## src/rtl/hazard_unit.sv

```systemverilog
// Hazard controller for the 5-stage core: forwarding selects, stall/flush generation and a
// scoreboard for out-of-band multi-cycle results. Define HAZARD_PERF_CNT_EN for perf counters.
module hazard_unit #(
   parameter int MC_DEPTH = 4
) (
   input  logic        clk,
   input  logic        rst,
   input  logic [4:0]  rs1_d,
   input  logic [4:0]  rs2_d,
   input  logic [4:0]  rd_d,
   input  logic        reg_write_d,
   input  logic        mc_d,
   input  logic [4:0]  rs1_e,
   input  logic [4:0]  rs2_e,
   input  logic [4:0]  rd_e,
   input  logic        load_e,
   input  logic        mc_issue_e,
   input  logic        pc_src_e,
   input  logic [4:0]  rd_m,
   input  logic        reg_write_m,
   input  logic [4:0]  rd_w,
   input  logic        reg_write_w,
   input  logic        mc_done,
   input  logic [4:0]  mc_done_rd,
   output logic [1:0]  forward_a_e,
   output logic [1:0]  forward_b_e,
   output logic        stall_f,
   output logic        stall_d,
   output logic        flush_d,
   output logic        flush_e,
   output logic [31:0] perf_stall_cnt,
   output logic [31:0] perf_flush_cnt
);
   localparam int NUM_SRC = 2;
   localparam int OC_W    = $clog2(MC_DEPTH + 1);
   localparam logic [OC_W-1:0] OC_MAX = OC_W'(MC_DEPTH);

   typedef struct packed {
      logic stall_f;
      logic stall_d;
      logic flush_d;
      logic flush_e;
   } ctrl_t;

   logic [31:1]                 pend_q;
   logic [31:1]                 pend_nxt;
   logic [31:0]                 pend_eff;
   logic [OC_W-1:0]             oc;
   logic [OC_W-1:0]             oc_nxt;
   logic [OC_W-1:0]             oc_eff;
   logic [NUM_SRC-1:0][4:0]     rs_e_v;
   logic [NUM_SRC-1:0][4:0]     rs_d_v;
   logic [NUM_SRC-1:0][1:0]     fwd_v;
   logic [NUM_SRC-1:0]          src_hz;
   logic                        e_rd_nz;
   logic                        waw_hz;
   logic                        struct_hz;
   logic                        stall_hz;
   ctrl_t                       ctrl;

   assign rs_e_v  = {rs2_e, rs1_e};
   assign rs_d_v  = {rs2_d, rs1_d};
   assign e_rd_nz = (rd_e != 5'd0);

   // A completing result is visible through the write-through register file this cycle.
   always_comb begin
      pend_eff    = '0;
      pend_nxt    = '0;
      for (int r = 1; r < 32; r++) begin
         pend_eff[r] = pend_q[r] && !(mc_done && mc_done_rd == 5'(r));
         pend_nxt[r] = pend_eff[r] || (mc_issue_e && rd_e == 5'(r));
      end
   end

   assign oc_eff = (mc_done && oc != '0) ? oc - OC_W'(1) : oc;

   // Per-source forwarding and decode-side source hazards.
   for (genvar i = 0; i < NUM_SRC; i++) begin : g_src
      logic hit_m, hit_w, hit_e;
      assign hit_m     = reg_write_m && (rd_m != 5'd0) && (rd_m == rs_e_v[i]);
      assign hit_w     = reg_write_w && (rd_w != 5'd0) && (rd_w == rs_e_v[i]);
      assign fwd_v[i]  = hit_m ? 2'b10 : (hit_w ? 2'b01 : 2'b00);
      assign hit_e     = e_rd_nz && (rd_e == rs_d_v[i]) && (load_e || mc_issue_e);
      assign src_hz[i] = hit_e || pend_eff[rs_d_v[i]];
   end

   assign waw_hz    = reg_write_d && pend_eff[rd_d];
   assign struct_hz = mc_d && (oc_eff == OC_MAX);
   assign stall_hz  = (|src_hz) || waw_hz || struct_hz;

   // A taken branch wins over a stall: D holds a wrong-path instruction anyway.
   always_comb begin
      ctrl = '{stall_f: 1'b0, stall_d: 1'b0, flush_d: 1'b1, flush_e: 1'b1};
      if (!rst) begin
         ctrl.stall_f = stall_hz && !pc_src_e;
         ctrl.stall_d = stall_hz && !pc_src_e;
         ctrl.flush_d = pc_src_e;
         ctrl.flush_e = stall_hz || pc_src_e;
      end
   end

   assign forward_a_e = rst ? 2'b00 : fwd_v[0];
   assign forward_b_e = rst ? 2'b00 : fwd_v[1];
   assign stall_f     = ctrl.stall_f;
   assign stall_d     = ctrl.stall_d;
   assign flush_d     = ctrl.flush_d;
   assign flush_e     = ctrl.flush_e;

   always_comb begin
      case ({mc_issue_e, mc_done})
         2'b10:   oc_nxt = (oc == OC_MAX) ? oc : oc + OC_W'(1);
         2'b01:   oc_nxt = (oc == '0) ? oc : oc - OC_W'(1);
         default: oc_nxt = oc;
      endcase
   end

   always_ff @(posedge clk) begin
      if (rst) begin
         pend_q <= '0;
         oc     <= '0;
      end else begin
         pend_q <= pend_nxt;
         oc     <= oc_nxt;
      end
   end

`ifdef HAZARD_PERF_CNT_EN
   logic [31:0] stall_cnt;
   logic [31:0] flush_cnt;

   always_ff @(posedge clk) begin
      if (rst) begin
         stall_cnt <= '0;
         flush_cnt <= '0;
      end else begin
         if (ctrl.stall_d) stall_cnt <= stall_cnt + 32'd1;
         if (pc_src_e)     flush_cnt <= flush_cnt + 32'd1;
      end
   end

   assign perf_stall_cnt = stall_cnt;
   assign perf_flush_cnt = flush_cnt;
`else
   assign perf_stall_cnt = '0;
   assign perf_flush_cnt = '0;
`endif

`ifndef SYNTHESIS
   a_done_empty: assert property (@(posedge clk) disable iff (rst) !(mc_done && oc == '0));
   a_issue_full: assert property (@(posedge clk) disable iff (rst) !(mc_issue_e && oc == OC_MAX));
`endif

endmodule

```

## config.mk

```make
export PLATFORM = sky130hd
export DESIGN_NAME = hazard_unit
export DESIGN_NICKNAME = d
export VERILOG_FILES = /design/src/rtl/hazard_unit.sv
export SDC_FILE = /design/constraint.sdc
export NUM_CORES = 1
export LEC_CHECK = 0
export ABC_AREA = 1
export CORE_MARGIN = 2
export CORE_UTILIZATION = 47
export CTS_CLUSTER_SIZE = 24
export DETAILED_ROUTE_END_ITERATION = 6
export PLACE_DENSITY = 0.81
export SKIP_CTS_REPAIR_TIMING = 1
export SLEW_MARGIN = 20
export SYNTH_ARGS = -nofsm -noshare
export SYNTH_HDL_FRONTEND = slang
export SYNTH_SLANG_ARGS = --single-unit
```

## constraint.sdc

```tcl
create_clock -name clk -period 2.4 [get_ports clk]
set_clock_uncertainty 0.2 [all_clocks]
set_input_delay 0.48 -clock clk [delete_from_list [all_inputs] [get_ports clk]]
set_output_delay 0.48 -clock clk [all_outputs]
set_load 0.01 [all_outputs]
```

==> reports/results.md <==
### Power
* 323 nW/um^2 — power per standard cell area
* 38.1% — fraction of power spent switching nets
* 2.73 nW — Lkg Pwr
* 696 uW — Switching Power
* 32.2% — Sequential Power Share
* 26.3% — clock share of power
* 0.000191 V — peak supply drop
* 1.13 mW — cell internal power dissipation
* 41.5% — power share of the combinational group

### Placed design
* 10.7 mm — half-perimeter wire length after placement
* 1.03 — placer congestion estimate
* 4800 um^2 — placed cell area
* 860 — Placed Instances
* 62 — buffers added on ports

### Cells and area
* 846 — Final #Nets
* 53.1% — Synth-to-Final Area Change
* nand2_1 — leading cell type in the layout, fill and taps excluded
* 139 x nand2_1, 96 x nand3_1, 92 x buf_4 — most frequent cells in the layout
* 73.6% — post-layout util
* 30.2% — share of post-route cells with drive strength above 1
* 3000 um^2 — multi-input gate area in the final layout
* 889 — non-filler instance count after layout
* 5650 um^2 — final instance area
* 681 um^2 — area taken by flip-flops and latches
* 0 — count of inserted antenna diode cells
* 610 — count of fill cells added during filler insertion

### Outcome
* complete, but fails checks — result of the run
* setup timing — violated checks

### STA
* 0.319 ns — final-layout worst hold slack
* 0 — Hold Vio Cnt, Final
* 114% — post-route clock period utilization
* 365 MHz — Max Clk Rate
* 3 — number of setup violations in the final report
* true — unrepaired setup endpoints after global routing
* -0.339 ns — post-route setup slack
* 0 — Final Max Slew Viols
* 2.74 ns — clock period minus final worst setup slack

### Clock network
* yes — TritonCTS clock tree
* clkbuf_8 — clock root buffer master
* 2 — H-tree depth reported by CTS
* 34 — CTS Sinks
* 5 — number of buffers created by CTS
* 0.30 ns — worst skew pair latency
* 0.08 ns — Clock Pin Slew Worst Setup and Hold Paths
* 2 — maximum root-to-sink buffer count

### Global route
* 0 — overflow left after global routing
* 0 — antenna violations before repair
* 32 — largest net degree at the start of global routing
* 30.7% — GR Util All Layers
* 4115 — vias in the first global route
* 20.7 mm — global-route wire length before repair

### Detailed routing
* 5.43 — number of vias per cell
* 525 — drt initial violations
* 15.0 mm — final routed wirelength across all metal layers
* 0 — Detail Route Antenna Nets
* 16.8 um — post-DR wirelength/cell
* 0 — Residual DRC
* 5 — first-pass iteration count of the detailed router
* 4824 — total number of vias

### Logic synthesis
* 33 — post-synth cell types
* dfxtp_1 — leading area contributor after synthesis
* 5.86 um^2 — average cell area after synthesis
* 18.4% — Seq/Total Area, Yosys
* 3690 um^2 — Netlist Area Pre-Place
* 34 — number of synthesized register bits
* 18.4% — top-area cell type share of the netlist area
* dfxtp_1 18%, nand2_1 18%, nand3_1 17% — Synth area leaders
* 0 — yosys synthesis warning count
* 630 — synthesized instance count

### Setup path
* 2.06 ns — Data arrival, critical path
* primary input to output pin — Setup CP Type
* 6 — maximum fanout along the worst path
* 1.72 ns — CP required
* output pin — capturing element type of the critical path
* primary input — type of element launching the critical path

### Floorplan
* 7690 um^2 — core box area
* 48.0% — initial standard-cell utilization of the core
* 92.7 um — Chip Height
* 32 — Std-Cell Rows
* 127 — top-level I/O count
* 92.7 um — die width
* 8580 um^2 — die outline area

### Job
* 0 — count of maximum capacitance violations

### Hold path
* flip-flop to flip-flop — class of the tightest hold or removal check

area by class of cell:
| class | count | area share [%] |
|---|---|---|
| repair buffers | 167 | 27.7 |
| clock inverters | 2 | 0.221 |
| repair inverters | 1 | 0.0885 |
| inverters | 44 | 3.10 |
| flip-flops and latches | 34 | 12.0 |
| multi-input cells | 533 | 53.1 |
| well taps | 102 | 2.26 |
| clock buffers | 6 | 1.46 |
logic make-up (layout without fill, tap and decap cells):
group	Yosys count	in the layout	share of synthesized area (%)
compound gates	54	54	7.89
xor+xnor	26	26	6.17
fa+ha+maj	5	5	1.69
buf+inv	126	220	19.9
flops	34	34	18.4
other cells	1	64	0.102
simple gates	384	384	45.8
power by group through the flow:
stage	Sequential, mW	Combinational (mW)	Clock, mW
after detailed placement	0.600	0.641	0
after CTS	0.587	0.643	0.468
after global placement	0.599	0.629	0
final	0.588	0.759	0.481
after floorplan	0.597	0.399	0
after global routing	0.589	0.815	0.493
state kept, by name (all words and copies together) (netlist names):
signal  flops
oc          3
pend_q     31
routing by layer:
metal / wire length (um) / GRT usage (%)
met5: 0 / 0
met4: 539 / 8.21
met3: 1540 / 4.80
met2: 6760 / 49.1
met1: 6110 / 42.9
Yosys cell counts:
master	count
conb_1	1
nor2_2	2
buf_6	1
nand3_2	2
buf_2	6
o21ai_0	4
clkbuf_1	8
inv_2	5
nand3b_1	1
o41ai_1	1
buf_1	1
nor4_1	4
or2_2	5
nor3_1	3
nand3_1	125
a31oi_1	2
xor2_1	20
inv_1	39
dfxtp_1	34
o22ai_1	3
buf_4	66
nor2_1	61
o211ai_1	1
a31o_2	1
nand4_1	2
nor2_4	5
nor3b_1	1
xnor2_1	6
ha_1	5
a21boi_0	2
nand2_1	173
o21ai_1	1
a21oi_1	39
worst max-delay path: stages:
cell and delay (ns):
buf_4 0.14, inv_1 0.09, nor2_4 0.15, buf_12 0.15
nand3_2 0.09, nand3_1 0.08, nand2_1 0.05, nor2_1 0.14
nand2_1 0.09, nand3_1 0.07, nand2_1 0.05, nand2_1 0.07
nand3_2 0.06, nor2_2 0.13, nand3_1 0.08, buf_2 0.14
through the flow:
| stage | worst slack (ns) | setup TNS (ns) | total power, mW |
|---|---|---|---|
| floorplan | 0.0105 | 0 | 0.996 |
| global placement | -1.15 | -5.79 | 1.23 |
| detailed placement | -1.18 | -6.18 | 1.24 |
| CTS | -1.18 | -5.97 | 1.70 |
| global route | -0.446 | -1.30 | 1.90 |
| finish | -0.339 | -1.01 | 1.83 |
final timing paths:
| kind | start | endpoint | slack (ns) | cells past startpoint |
|---|---|---|---|---|
| max reg2reg | oc[0] | oc[2] | 0.54 | 9 |
| min reg2reg | pend_q[14] | pend_q[14] | 0.32 | 2 |
| max | mc_done_rd[2] | flush_e | -0.34 | 16 |
| min | pend_q[14] | pend_q[14] | 0.32 | 2 |
(Power assumes the default switching activity.)
